<file path="config.mk">
export PLATFORM = sky130hd
export DESIGN_NAME = mem_port_arbiter_flat
export DESIGN_NICKNAME = d
export VERILOG_FILES = /design/src/rtl/mem_port_arbiter_if.sv /design/src/rtl/mem_port_arbiter.sv /design/src/flat_wrapper.sv
export SDC_FILE = /design/constraint.sdc
export NUM_CORES = 1
export LEC_CHECK = 0
export CAP_MARGIN = 20
export CORE_AREA = 2 2 123 125
export CTS_BUF_LIST = sky130_fd_sc_hd__clkbuf_2 sky130_fd_sc_hd__clkbuf_4 sky130_fd_sc_hd__clkbuf_8
export DETAILED_ROUTE_END_ITERATION = 6
export DIE_AREA = 0 0 125 127
export PLACE_DENSITY = 0.81
export SYNTH_ARGS = -nofsm -noshare
export SYNTH_HDL_FRONTEND = slang
export SYNTH_SLANG_ARGS = --single-unit
</file>
<file path="constraint.sdc">
create_clock -name clk -period 3.2 [get_ports clk]
set_input_delay 0.96 -clock clk [delete_from_list [all_inputs] [get_ports clk]]
set_output_delay 0.96 -clock clk [all_outputs]
set_load 0.02 [all_outputs]
</file>
<file path="src/rtl/mem_port_arbiter_if.sv">
// Single-port memory bus shared by the fetch and data ports.
// The arbiter drives the request side; the memory answers with ready/rdata.
interface mem_port_arbiter_if;
    logic        mem_req;
    logic        mem_we;
    logic [31:0] mem_addr;
    logic [31:0] mem_wdata;
    logic [3:0]  mem_be;
    logic        mem_ready;
    logic [31:0] mem_rdata;

    modport master (
        output mem_req, mem_we, mem_addr, mem_wdata, mem_be,
        input  mem_ready, mem_rdata
    );

    modport slave (
        input  mem_req, mem_we, mem_addr, mem_wdata, mem_be,
        output mem_ready, mem_rdata
    );
endinterface

</file>
<file path="src/rtl/mem_port_arbiter.sv">
// Arbitrates IF fetches and MEM loads/stores onto one memory port,
// with data priority, fetch-drop on redirect and a wait timeout.
module mem_port_arbiter #(
    parameter int TIMEOUT_CYCLES = 255
) (
    input  logic        clk,
    input  logic        rst,
    input  logic        if_req,
    input  logic [31:0] if_addr,
    input  logic        flush_if,
    input  logic        d_req,
    input  logic        d_we,
    input  logic [31:0] d_addr,
    input  logic [31:0] d_wdata,
    input  logic [3:0]  d_be,
    mem_port_arbiter_if.master mem,
    output logic [31:0] if_rdata,
    output logic [31:0] d_rdata,
    output logic        if_valid,
    output logic        d_valid,
    output logic        stall_if,
    output logic        stall_mem,
    output logic        bus_err
);

    localparam int CW = (TIMEOUT_CYCLES > 0) ?
                        $clog2(TIMEOUT_CYCLES + 1) : 1;
    localparam logic [CW:0] LIM = (CW+1)'(TIMEOUT_CYCLES);

    localparam logic [1:0] S_IDLE = 2'd0;
    localparam logic [1:0] S_IF   = 2'd1;
    localparam logic [1:0] S_D    = 2'd2;

    logic [1:0]    state_q, state_d;
    logic          req_q, req_d;
    logic          we_q, we_d;
    logic [31:0]   addr_q, addr_d;
    logic [31:0]   wdata_q, wdata_d;
    logic [3:0]    be_q, be_d;
    logic [31:0]   if_rdata_q, if_rdata_d;
    logic [31:0]   d_rdata_q, d_rdata_d;
    logic          if_valid_q, if_valid_d;
    logic          d_valid_q, d_valid_d;
    logic          err_q, err_d;
    logic          drop_q, drop_d;
    logic [CW-1:0] cnt_q, cnt_d;

    logic        wait_st, tmo, done;
    logic        d_pend, i_pend;
    logic        grant_d, grant_i;
    logic [31:0] rdata_w;

    // A port whose valid is pulsing still shows the completed request.
    assign d_pend  = d_req & ~d_valid_q;
    assign i_pend  = if_req & ~if_valid_q;
    assign wait_st = (state_q == S_IF) || (state_q == S_D);
    assign tmo     = (TIMEOUT_CYCLES != 0) && wait_st &&
                     !mem.mem_ready &&
                     (({1'b0, cnt_q} + 1'b1) == LIM);
    assign done    = wait_st && (mem.mem_ready || tmo);
    assign rdata_w = mem.mem_ready ? mem.mem_rdata : 32'h0;

    always_comb begin
        state_d    = state_q;
        req_d      = req_q;
        we_d       = we_q;
        addr_d     = addr_q;
        wdata_d    = wdata_q;
        be_d       = be_q;
        if_rdata_d = if_rdata_q;
        d_rdata_d  = d_rdata_q;
        if_valid_d = 1'b0;
        d_valid_d  = 1'b0;
        err_d      = err_q;
        drop_d     = drop_q;
        cnt_d      = cnt_q;
        grant_d    = 1'b0;
        grant_i    = 1'b0;

        case (state_q)
            S_IDLE: begin
                grant_d = d_pend;
                grant_i = ~d_pend & i_pend;
            end
            S_IF: begin
                if (flush_if) drop_d = 1'b1;
                if (done) begin
                    if (!(drop_q || flush_if)) begin
                        if_valid_d = 1'b1;
                        if_rdata_d = rdata_w;
                    end
                    drop_d  = 1'b0;
                    grant_d = d_pend;
                end else begin
                    cnt_d = cnt_q + 1'b1;
                end
            end
            S_D: begin
                if (done) begin
                    d_valid_d = 1'b1;
                    d_rdata_d = rdata_w;
                    grant_i   = i_pend;
                end else begin
                    cnt_d = cnt_q + 1'b1;
                end
            end
            default: state_d = S_IDLE;
        endcase

        if (tmo) err_d = 1'b1;
        if (done) begin
            req_d   = 1'b0;
            state_d = S_IDLE;
        end

        if (grant_d) begin
            state_d = S_D;
            req_d   = 1'b1;
            we_d    = d_we;
            addr_d  = d_addr;
            wdata_d = d_wdata;
            be_d    = d_be;
            cnt_d   = '0;
        end else if (grant_i) begin
            state_d = S_IF;
            req_d   = 1'b1;
            we_d    = 1'b0;
            addr_d  = if_addr;
            wdata_d = 32'h0;
            be_d    = 4'hF;
            cnt_d   = '0;
            drop_d  = 1'b0;
        end
    end

    always_ff @(posedge clk) begin
        if (rst) begin
            state_q    <= S_IDLE;
            req_q      <= 1'b0;
            we_q       <= 1'b0;
            addr_q     <= 32'h0;
            wdata_q    <= 32'h0;
            be_q       <= 4'h0;
            if_rdata_q <= 32'h0;
            d_rdata_q  <= 32'h0;
            if_valid_q <= 1'b0;
            d_valid_q  <= 1'b0;
            err_q      <= 1'b0;
            drop_q     <= 1'b0;
            cnt_q      <= '0;
        end else begin
            state_q    <= state_d;
            req_q      <= req_d;
            we_q       <= we_d;
            addr_q     <= addr_d;
            wdata_q    <= wdata_d;
            be_q       <= be_d;
            if_rdata_q <= if_rdata_d;
            d_rdata_q  <= d_rdata_d;
            if_valid_q <= if_valid_d;
            d_valid_q  <= d_valid_d;
            err_q      <= err_d;
            drop_q     <= drop_d;
            cnt_q      <= cnt_d;
        end
    end

    assign mem.mem_req   = req_q;
    assign mem.mem_we    = we_q;
    assign mem.mem_addr  = addr_q;
    assign mem.mem_wdata = wdata_q;
    assign mem.mem_be    = be_q;
    assign if_rdata      = if_rdata_q;
    assign d_rdata       = d_rdata_q;
    assign if_valid      = if_valid_q;
    assign d_valid       = d_valid_q;
    assign stall_if      = if_req & ~if_valid_q;
    assign stall_mem     = d_req & ~d_valid_q;
    assign bus_err       = err_q;

endmodule

</file>
<file path="src/flat_wrapper.sv">
// flat-port wrapper written by rule: the top's interface ports become plain ports
module mem_port_arbiter_flat 
#(
    parameter int TIMEOUT_CYCLES = 255
)
  (clk, rst, if_req, if_addr, flush_if, d_req, d_we, d_addr, d_wdata, d_be, if_rdata, d_rdata, if_valid, d_valid, stall_if, stall_mem, bus_err, mem_mem_req, mem_mem_we, mem_mem_addr, mem_mem_wdata, mem_mem_be, mem_mem_ready, mem_mem_rdata);
  mem_port_arbiter_if mem_i ();
  input  logic clk;
  input  logic rst;
  input  logic if_req;
  input  logic [31:0] if_addr;
  input  logic flush_if;
  input  logic d_req;
  input  logic d_we;
  input  logic [31:0] d_addr;
  input  logic [31:0] d_wdata;
  input  logic [3:0] d_be;
  output logic [31:0] if_rdata;
  output logic [31:0] d_rdata;
  output logic if_valid;
  output logic d_valid;
  output logic stall_if;
  output logic stall_mem;
  output logic bus_err;
  output wire logic [$bits(mem_i.mem_req)-1:0] mem_mem_req;
  output wire logic [$bits(mem_i.mem_we)-1:0] mem_mem_we;
  output wire logic [$bits(mem_i.mem_addr)-1:0] mem_mem_addr;
  output wire logic [$bits(mem_i.mem_wdata)-1:0] mem_mem_wdata;
  output wire logic [$bits(mem_i.mem_be)-1:0] mem_mem_be;
  input wire logic [$bits(mem_i.mem_ready)-1:0] mem_mem_ready;
  input wire logic [$bits(mem_i.mem_rdata)-1:0] mem_mem_rdata;
  assign mem_mem_req = mem_i.mem_req;
  assign mem_mem_we = mem_i.mem_we;
  assign mem_mem_addr = mem_i.mem_addr;
  assign mem_mem_wdata = mem_i.mem_wdata;
  assign mem_mem_be = mem_i.mem_be;
  assign mem_i.mem_ready = mem_mem_ready;
  assign mem_i.mem_rdata = mem_mem_rdata;
  mem_port_arbiter #(.TIMEOUT_CYCLES(TIMEOUT_CYCLES)) u_core (.clk(clk), .rst(rst), .if_req(if_req), .if_addr(if_addr), .flush_if(flush_if), .d_req(d_req), .d_we(d_we), .d_addr(d_addr), .d_wdata(d_wdata), .d_be(d_be), .mem(mem_i), .if_rdata(if_rdata), .d_rdata(d_rdata), .if_valid(if_valid), .d_valid(d_valid), .stall_if(stall_if), .stall_mem(stall_mem), .bus_err(bus_err));
endmodule
</file>
* Yosys cells after proc, flatten, opt, wreduce, memory -nomap -nowiden
Cells that the tools add are included.
** Word-level totals
- Latch bits :: 0
- Memories :: 0
- Bits in writable memories :: 0
- Register bits after elaboration :: 148
- Word-level logic and storage cells :: 77
- Bits in read-only memories :: 0
** Operators by class
- Equality and inequality tests :: 5
- Add/sub/neg operators :: 2
- Bitwise gates (word level) :: 10
- Multiplexer cells :: 27
- Reductions and logical operators :: 19
- Shift-type cells :: 0
- Multiply operators :: 0
- Div/mod/pow operators :: 0
- Order comparisons :: 0
** Operators by type and width (count)
- two-way mux 32 bit :: 5
- two-way mux 1 bit :: 14
- adder 8 x 1 -> 9 bit (second input constant) :: 1
- equality test 9 x 8 -> 1 bit (second input constant) :: 1
- OR reduction 3 bit :: 3
- adder 8 x 1 -> 8 bit (second input constant) :: 1
- two-way mux 2 bit :: 4
- two-way mux 4 bit :: 2
- NOT 1 bit :: 7
- OR reduction 2 bit :: 3
- != test 4 x 1 -> 1 bit (second input constant) :: 1
- one-hot mux 1 bit (2 select lines) :: 2
- AND reduction 2 bit :: 2
- bitwise AND 1 bit :: 3
- logical AND 1 bit :: 3
- logical OR 1 bit :: 3
- != test 3 x 1 -> 1 bit (second input constant) :: 1
- AND reduction 3 bit :: 1
- nonzero test 3 bit :: 1
- equality test 2 x 1 -> 1 bit (second input constant) :: 1
- equality test 2 bit (second input constant) :: 1
- logical NOT 2 bit :: 1
- nonzero test 2 bit :: 1
- logical NOT 1 bit :: 1

* Logic depth before layout (Yosys ltp)
Gate-level depths: netlist (run 1).
- Depth after elaboration :: 10
- Mapped depth :: 11
- Depth with buffers taken out :: 8

* Worst setup path before layout (run 1)
OpenSTA, ideal clock, no wires.
- Path type :: input -> register
- Start :: input d_req
- End :: register u_core.wdata_q[13] (netlist: u_core.mem.mem_wdata[13])
- Arrival :: 2.593 ns
- Buffers on the path :: 2
- Stages :: 8
- Setup slack :: 0.480 ns
- Library setup time :: 0.128 ns
- Path through :: nor2b_1 > o21ai_0 > a21bo_2 > a31oi_2 > buf_4 > buf_4 > a22oi_1 > nor2_1
** Between the ends
- Word-level cells in the longest chain between the ends :: 5
- Elaborated cells between the ends (all ways) :: 8
- Those cells by class :: mux: 4; bitwise: 3; reduce/logical: 1
** RTL lines
- start, declared :: RTL line flat_wrapper.sv:13 : input logic d_req;
- bitwise AND 1 bit (*) :: RTL line mem_port_arbiter.sv:54 : assign d_pend = d_req & ~d_valid_q;
- NOT 1 bit :: RTL line mem_port_arbiter.sv:83 : grant_i = ~d_pend & i_pend;
- bitwise AND 1 bit :: RTL line mem_port_arbiter.sv:83
- one-hot mux 1 bit (2 select lines) :: RTL line mem_port_arbiter.sv:80 : case (state_q)
- nonzero test 2 bit (no line)
- end signal, assigned :: RTL line mem_port_arbiter.sv:156 : wdata_q <= wdata_d;
- end, declared :: RTL line mem_port_arbiter.sv:38 : logic [31:0] wdata_q, wdata_d;
Mark *: on every way between the ends. The rest lies on a longest branch, timed or not.
A chain may end at the register's enable or synchronous reset.

* Worst setup path in the final report (run 1)
- Start :: input if_req
- End :: output stall_if
** Between the ends
- Word-level cells in the longest chain between the ends :: 1
** RTL lines
- start, declared :: RTL line flat_wrapper.sv:10 : input logic if_req;
- bitwise AND 1 bit :: RTL line mem_port_arbiter.sv:177 : assign stall_if = if_req & ~if_valid_q;
- end, declared :: RTL line flat_wrapper.sv:22 : output logic stall_if;
No other way between the ends.

==> flow_summary.yaml, run 1 <==
run_status:
  outcome: "complete, no violations"
timing:
  setup_violations: 0
  fmax_ghz: 0.341
  skew_ns: 0.0159
  hold_slack_ns: 0.456
  hold_violations: 0
  period_share_pct: 91.7
  worst_slack_ns: 0.265
  fin_crit_ns: 2.94
  slew_headroom_pct: 54.5
  drv_slew: 0
  worstMarginPinSlew_ns: 0.682
  grt_setup_unrepaired: "false"
synthesis:
  yosysTopAreaCell: "dfxtp_1"
  synth-seq-cells: 148
  synth_top_flop_cell: "dfxtp_1"
  avgSynthCellArea_um2: 8.63
  synth_area_leaders: "dfxtp_1, a21oi_1, o21ai_0"
  synth_top_area_share_pct: 48.5
  synthMostInstantiatedCell: "dfxtp_1"
  synth_area_um2: 6110
  ys_types: 43
  syn-num-nets: 852
  async_reset_ff_share_pct: 0
  synth_cells: 708
  synth_edf_count: 0
  yosysWarnings: 0
  synth_common_cells: "dfxtp_1, a21oi_1, nor2_1, nand2_1, o21ai_0"
  synth_seq_area_share_pct: 48.5
placement:
  dp_hpwl_um: 13700
  place_area_um2: 9060
  gp_congestion: 0.791
  numPortBuffers: 277
  post-place-ws_ns: -0.00581
global_routing:
  grt_max_degree: 71
  grt_pass1_vias: 6094
  grt_overflow: 0
  grt_pass1_wl_um: 31700
  grt_use_total_pct: 24.5
  antenna_found_initial: 0
detailed_routing:
  drc: 0
  drtIter0Drc: 425
  ant_nets: 0
  vias: 6307
  firstDrtPassIters: 5
  wire_per_inst_um: 17.6
  drt_wl_total_um: 20300
  routed_via_density: 5.47
power:
  p_leak_nw: 3.25
  max-vdd-ir-drop_v: 0.000318
  powerDensity_nw_per_um2: 485
  power_w: 0.00461
critical_path:
  worstSetupStartpoint: "if_req"
  start_kind: "input port"
  rr_endpoint: "u_core.mem.mem_addr[0]"
  r2r_slack_ns: 0.65
  worst_r2r_path_depth: 8
  critical_path_arrival_ns: 1.98
  cp.required_ns: 2.24
  timing.rr.start: "u_core.cnt_q[0]"
  crit_path_end_kind: "output pin"
  crit_fanout: 3
  crit_end: "stall_if"
  crit_type: "in -> out"
worst_hold_path:
  hp-class: "reg -> reg"
clocking:
  h-tree-depth: 4
  clk-insertion-delay-late_ns: 0.46
  cts.reportedPaths.clkPinSlew_ns: 0.08
  hold_buffers: 0
  root_buffer: "clkbuf_8"
  numClockSinks: 148
  cts_tree: "yes"
  clk_path_buf_depth: 2
  cts_made_buffers: 17
  postCtsSetupBuffers: 0
  cts_resized: 0
final_layout:
  layout-drive-gt1-share_pct: 9.29
  areaGrowthSynthToFinish_pct: 55.4
  antenna_cells: 0
  design_area_um2: 9500
  fin_nets: 1100
  final_util_pct: 65.9
job:
  cap_violations: 0
die:
  die-area_um2: 15900
  rows: 44
  die_y_um: 127
  die_x_um: 125
  start_util_pct: 42.4
  pin_count: 278
  coreArea_um2: 14400
## critical path, stage by stage
cell and delay (ns):
clkdlybuf4s50_1 0.45, nor2b_1 0.34, buf_4 0.22
## cells in the final DEF (no fill, tap or decap), types with 21 or more instances in the layout
| cell | count |
|---|---|
| o21ai_0 | 68 |
| nor2_1 | 80 |
| dfxtp_1 | 148 |
| a211oi_1 | 21 |
| nand4_1 | 33 |
| nand2_1 | 71 |
| a21oi_1 | 101 |
| a211oi_2 | 21 |
| clkdlybuf4s50_1 | 274 |
| a22oi_1 | 34 |
## through the flow
| step | cells | TNS (ns) |
|---|---|---|
| floorplan | 708 | 0 |
| global placement | 1121 | 0 |
| detailed placement | 1121 | -0.00581 |
| CTS | 1153 | 0 |
| global route | 1153 | 0 |
| finish | 1153 | 0 |
## how the worst min path moves through the flow
stage	from	end	slack [ns]	cells after the start
4_1_cts	u_core.mem.mem_be[3]	u_core.mem.mem_be[3]	0.46	2
3_3_place_gp	u_core.mem.mem_be[0]	u_core.mem.mem_be[0]	0.44	2
6_report	u_core.mem.mem_be[2]	u_core.mem.mem_be[2]	0.46	2
3_5_place_dp	u_core.mem.mem_be[3]	u_core.mem.mem_be[3]	0.45	2
5_1_grt	u_core.mem.mem_be[3]	u_core.mem.mem_be[3]	0.48	2
2_1_floorplan	u_core.cnt_q[7]	u_core.cnt_q[7]	0.48	2
## report_power, final
group | switching, W | leakage, nW | internal, W | total, W
sequential | 0.0000543 | 1.21 | 0.00194 | 0.00200
combinational | 0.000530 | 1.83 | 0.000485 | 0.00102
clock | 0.000727 | 0.220 | 0.000872 | 0.00160
total | 0.00131 | 3.25 | 0.00330 | 0.00461
## sequential cells by signal, summed over array words and instances, names as in the netlist
| register | cells |
|---|---|
| u_core.cnt_q | 8 |
| u_core.d_valid | 1 |
| u_core.mem.mem_we | 1 |
| u_core.d_rdata | 32 |
| u_core.mem.mem_addr | 32 |
| u_core.if_rdata | 32 |
| u_core.state_q | 2 |
| u_core.mem.mem_req | 1 |
| u_core.mem.mem_wdata | 32 |
| u_core.if_valid | 1 |
| u_core.bus_err | 1 |
| u_core.drop_q | 1 |
| u_core.mem.mem_be | 4 |
## cell families (layout without fill, tap and decap cells)
group | count (synthesis) | after routing | share of synthesized area [%]
compound gates | 263 | 263 | 28.7
xor+xnor | 7 | 7 | 1.00
fa+ha+maj | 5 | 5 | 1.02
buf+inv | 78 | 339 | 5.75
flops | 148 | 148 | 48.5
simple gates | 207 | 207 | 15.0
## final cells by class
type	instances	area [um^2]
fill	1207	4920
timing repair buffer	298	3020
sequential	148	2960
multi-input combinational	482	2820
clock buffer	23	298
tap	184	230
clock inverter	9	143
inverter	9	33.8
## routing by layer
metal / vias to the layer above / share of wire [%] / global-route usage [%]
met1: 2964 / 40 / 29.4
met5: - / 0 / 0
met3: 39 / 11 / 9.72
met2: 297 / 47 / 40.2
li1: 3007 / - / -
met4: 0 / 2.4 / 8.50
Note: power is estimated with default switching activity, not from simulation.
==> run 2, diff against run 1 <==
CORE_AREA = 2 2 119 121   (was 2 2 123 125)
DIE_AREA = 0 0 121 123   (was 0 0 125 127)
PLACE_DENSITY = 0.86   (was 0.81)
clock period = 3.6 ns   (was 3.2 ns; I/O delays follow)
==> run 2 against run 1 <==
Combinational power is 13% lower. Utilization is 3.4 points higher. Global-route usage is 1.2 points higher. Hold slack worse by 0.00088 ns. Setup slack worse by 0.17 ns. Non-clock buffer count is 1 lower. Critical path type unchanged. Largest power group unchanged.
==> flow_summary.yaml, run 2 (synthesis results as in run 1) <==
clocking:
  cts.reportedPaths.clkPinSlew_ns: 0.08
  cts_made_buffers: 17
  cts_resized: 0
  clk_path_buf_depth: 2
  clk-insertion-delay-late_ns: 0.44
  numClockSinks: 148
  hold_buffers: 0
  cts_tree: "yes"
  h-tree-depth: 4
  root_buffer: "clkbuf_8"
  postCtsSetupBuffers: 0
detailed_routing:
  ant_nets: 0
  vias: 6298
  firstDrtPassIters: 6
  routed_via_density: 5.49
  wire_per_inst_um: 17.1
  drtIter0Drc: 408
  drc: 0
  drt_wl_total_um: 19700
placement:
  gp_congestion: 0.848
  dp_hpwl_um: 13500
  numPortBuffers: 277
critical_path:
  worst-path-buf-inv: 2
  cp.required_ns: 2.52
  worstSetupStartpoint: "if_req"
  crit_fanout: 2
  crit_path_end_kind: "output pin"
  cpMostUsedCell: "clkdlybuf4s50_1"
  timing.rr.start: "u_core.state_q[0]"
  start_kind: "input port"
  crit_type: "in -> out"
  critical-path-top-delay-family: "buffers and inverters"
  crit_end: "stall_if"
  critical_path.max_stage_delay_ns: 0.65
  cpMaxStageDelayCell: "clkdlybuf4s50_1"
  worst_r2r_path_depth: 8
  rr_endpoint: "u_core.mem.mem_addr[29]"
  worstPathCellList: "clkdlybuf4s50_1, nor2b_1, clkdlybuf4s50_1"
  critical_path_depth: 3
  critical_path_arrival_ns: 2.43
  r2r_slack_ns: 0.66
final_layout:
  areaGrowthSynthToFinish_pct: 54.2
  num-fill-cells: 1051
  regArea_um2: 2960
  layout-drive-gt1-share_pct: 9.00
  multiInputGateArea_um2: 2820
  fin_nets: 1099
  antenna_cells: 0
  final_common_cell: "clkdlybuf4s50_1"
  layout_common_cells: "clkdlybuf4s50_1, dfxtp_1, a21oi_1"
global_routing:
  grt_pass1_wl_um: 30300
  grt_overflow: 0
  antenna_found_initial: 0
  grt_pass1_vias: 5933
  grt_use_total_pct: 25.7
  grt_max_degree: 67
die:
  die_x_um: 121
  die-area_um2: 14900
  pin_count: 278
  die_y_um: 123
  rows: 43
  start_util_pct: 44.9
  coreArea_um2: 13600
timing:
  worstMarginPinSlew_ns: 1.02
  setup_violations: 0
  hold_violations: 0
  grt_setup_unrepaired: "false"
  fin_crit_ns: 3.51
  drv_slew: 0
  fmax_ghz: 0.285
  final.setup.tns_ns: 0
  period_share_pct: 97.5
  hold_slack_ns: 0.456
  skew_ns: 0.0114
  slew_headroom_pct: 31.8
worst_hold_path:
  whs_path_depth: 2
  hp-class: "reg -> reg"
power:
  max-vdd-ir-drop_v: 0.000378
  powerDensity_nw_per_um2: 424
  p_leak_nw: 3.21
run_status:
  outcome: "complete, no violations"
job:
  cap_violations: 0
[run 2: layout make-up]
type                    count  area share (%)
clock buffers              19            2.77
well taps                 180            2.39
flip-flops and latches    148            31.4
inverters                   9           0.358
clock inverters            12            1.63
repair buffers            297            31.5
multi-input cells         482            29.9
[run 2: metal layers]
metal	GRT usage, %	part of all wire, %
met1	29.2	38
met2	42.6	48
met3	11.3	11
met4	10.0	2.5
met5	0	0
[run 2: worst reg2reg max path, delay by kind of cell, from the launching register on]
family                   cells  cell delay, ns
adder cells (fa/ha/maj)      1            0.56
AND/OR/NAND/NOR              2            0.44
AO/OA/AOI/OAI                4            1.33
buffers and inverters        1            0.09
flip-flops                   1            0.40
[run 2: stage by stage]
stage               setup slack (ns)  power, W  util [%]  cells  area [um^2]
floorplan                      0.760   0.00227         -    708         6110
global placement               0.122   0.00268      66.2   1116         9010
detailed placement            0.0757   0.00270      66.2   1116         9010
CTS                           0.0667   0.00404      69.2   1147         9420
global route                  0.0598   0.00417      69.2   1147         9420
finish                        0.0908   0.00400      69.2   1147         9420
[run 2: worst min path at each step]
stage | from | to | slack, ns
after CTS | u_core.mem.mem_be[1] | u_core.mem.mem_be[1] | 0.46
after global placement | u_core.mem.mem_be[3] | u_core.mem.mem_be[3] | 0.44
after floorplan | u_core.cnt_q[7] | u_core.cnt_q[7] | 0.48
after global routing | u_core.mem.mem_be[1] | u_core.mem.mem_be[1] | 0.48
final | u_core.mem.mem_be[2] | u_core.mem.mem_be[2] | 0.46
after detailed placement | u_core.mem.mem_be[0] | u_core.mem.mem_be[0] | 0.45
[run 2: report_power, final]
group | internal [W] | switching [W]
clock | 0.000718 | 0.000621
combinational | 0.000420 | 0.000465
sequential | 0.00173 | 0.0000472
total | 0.00287 | 0.00113
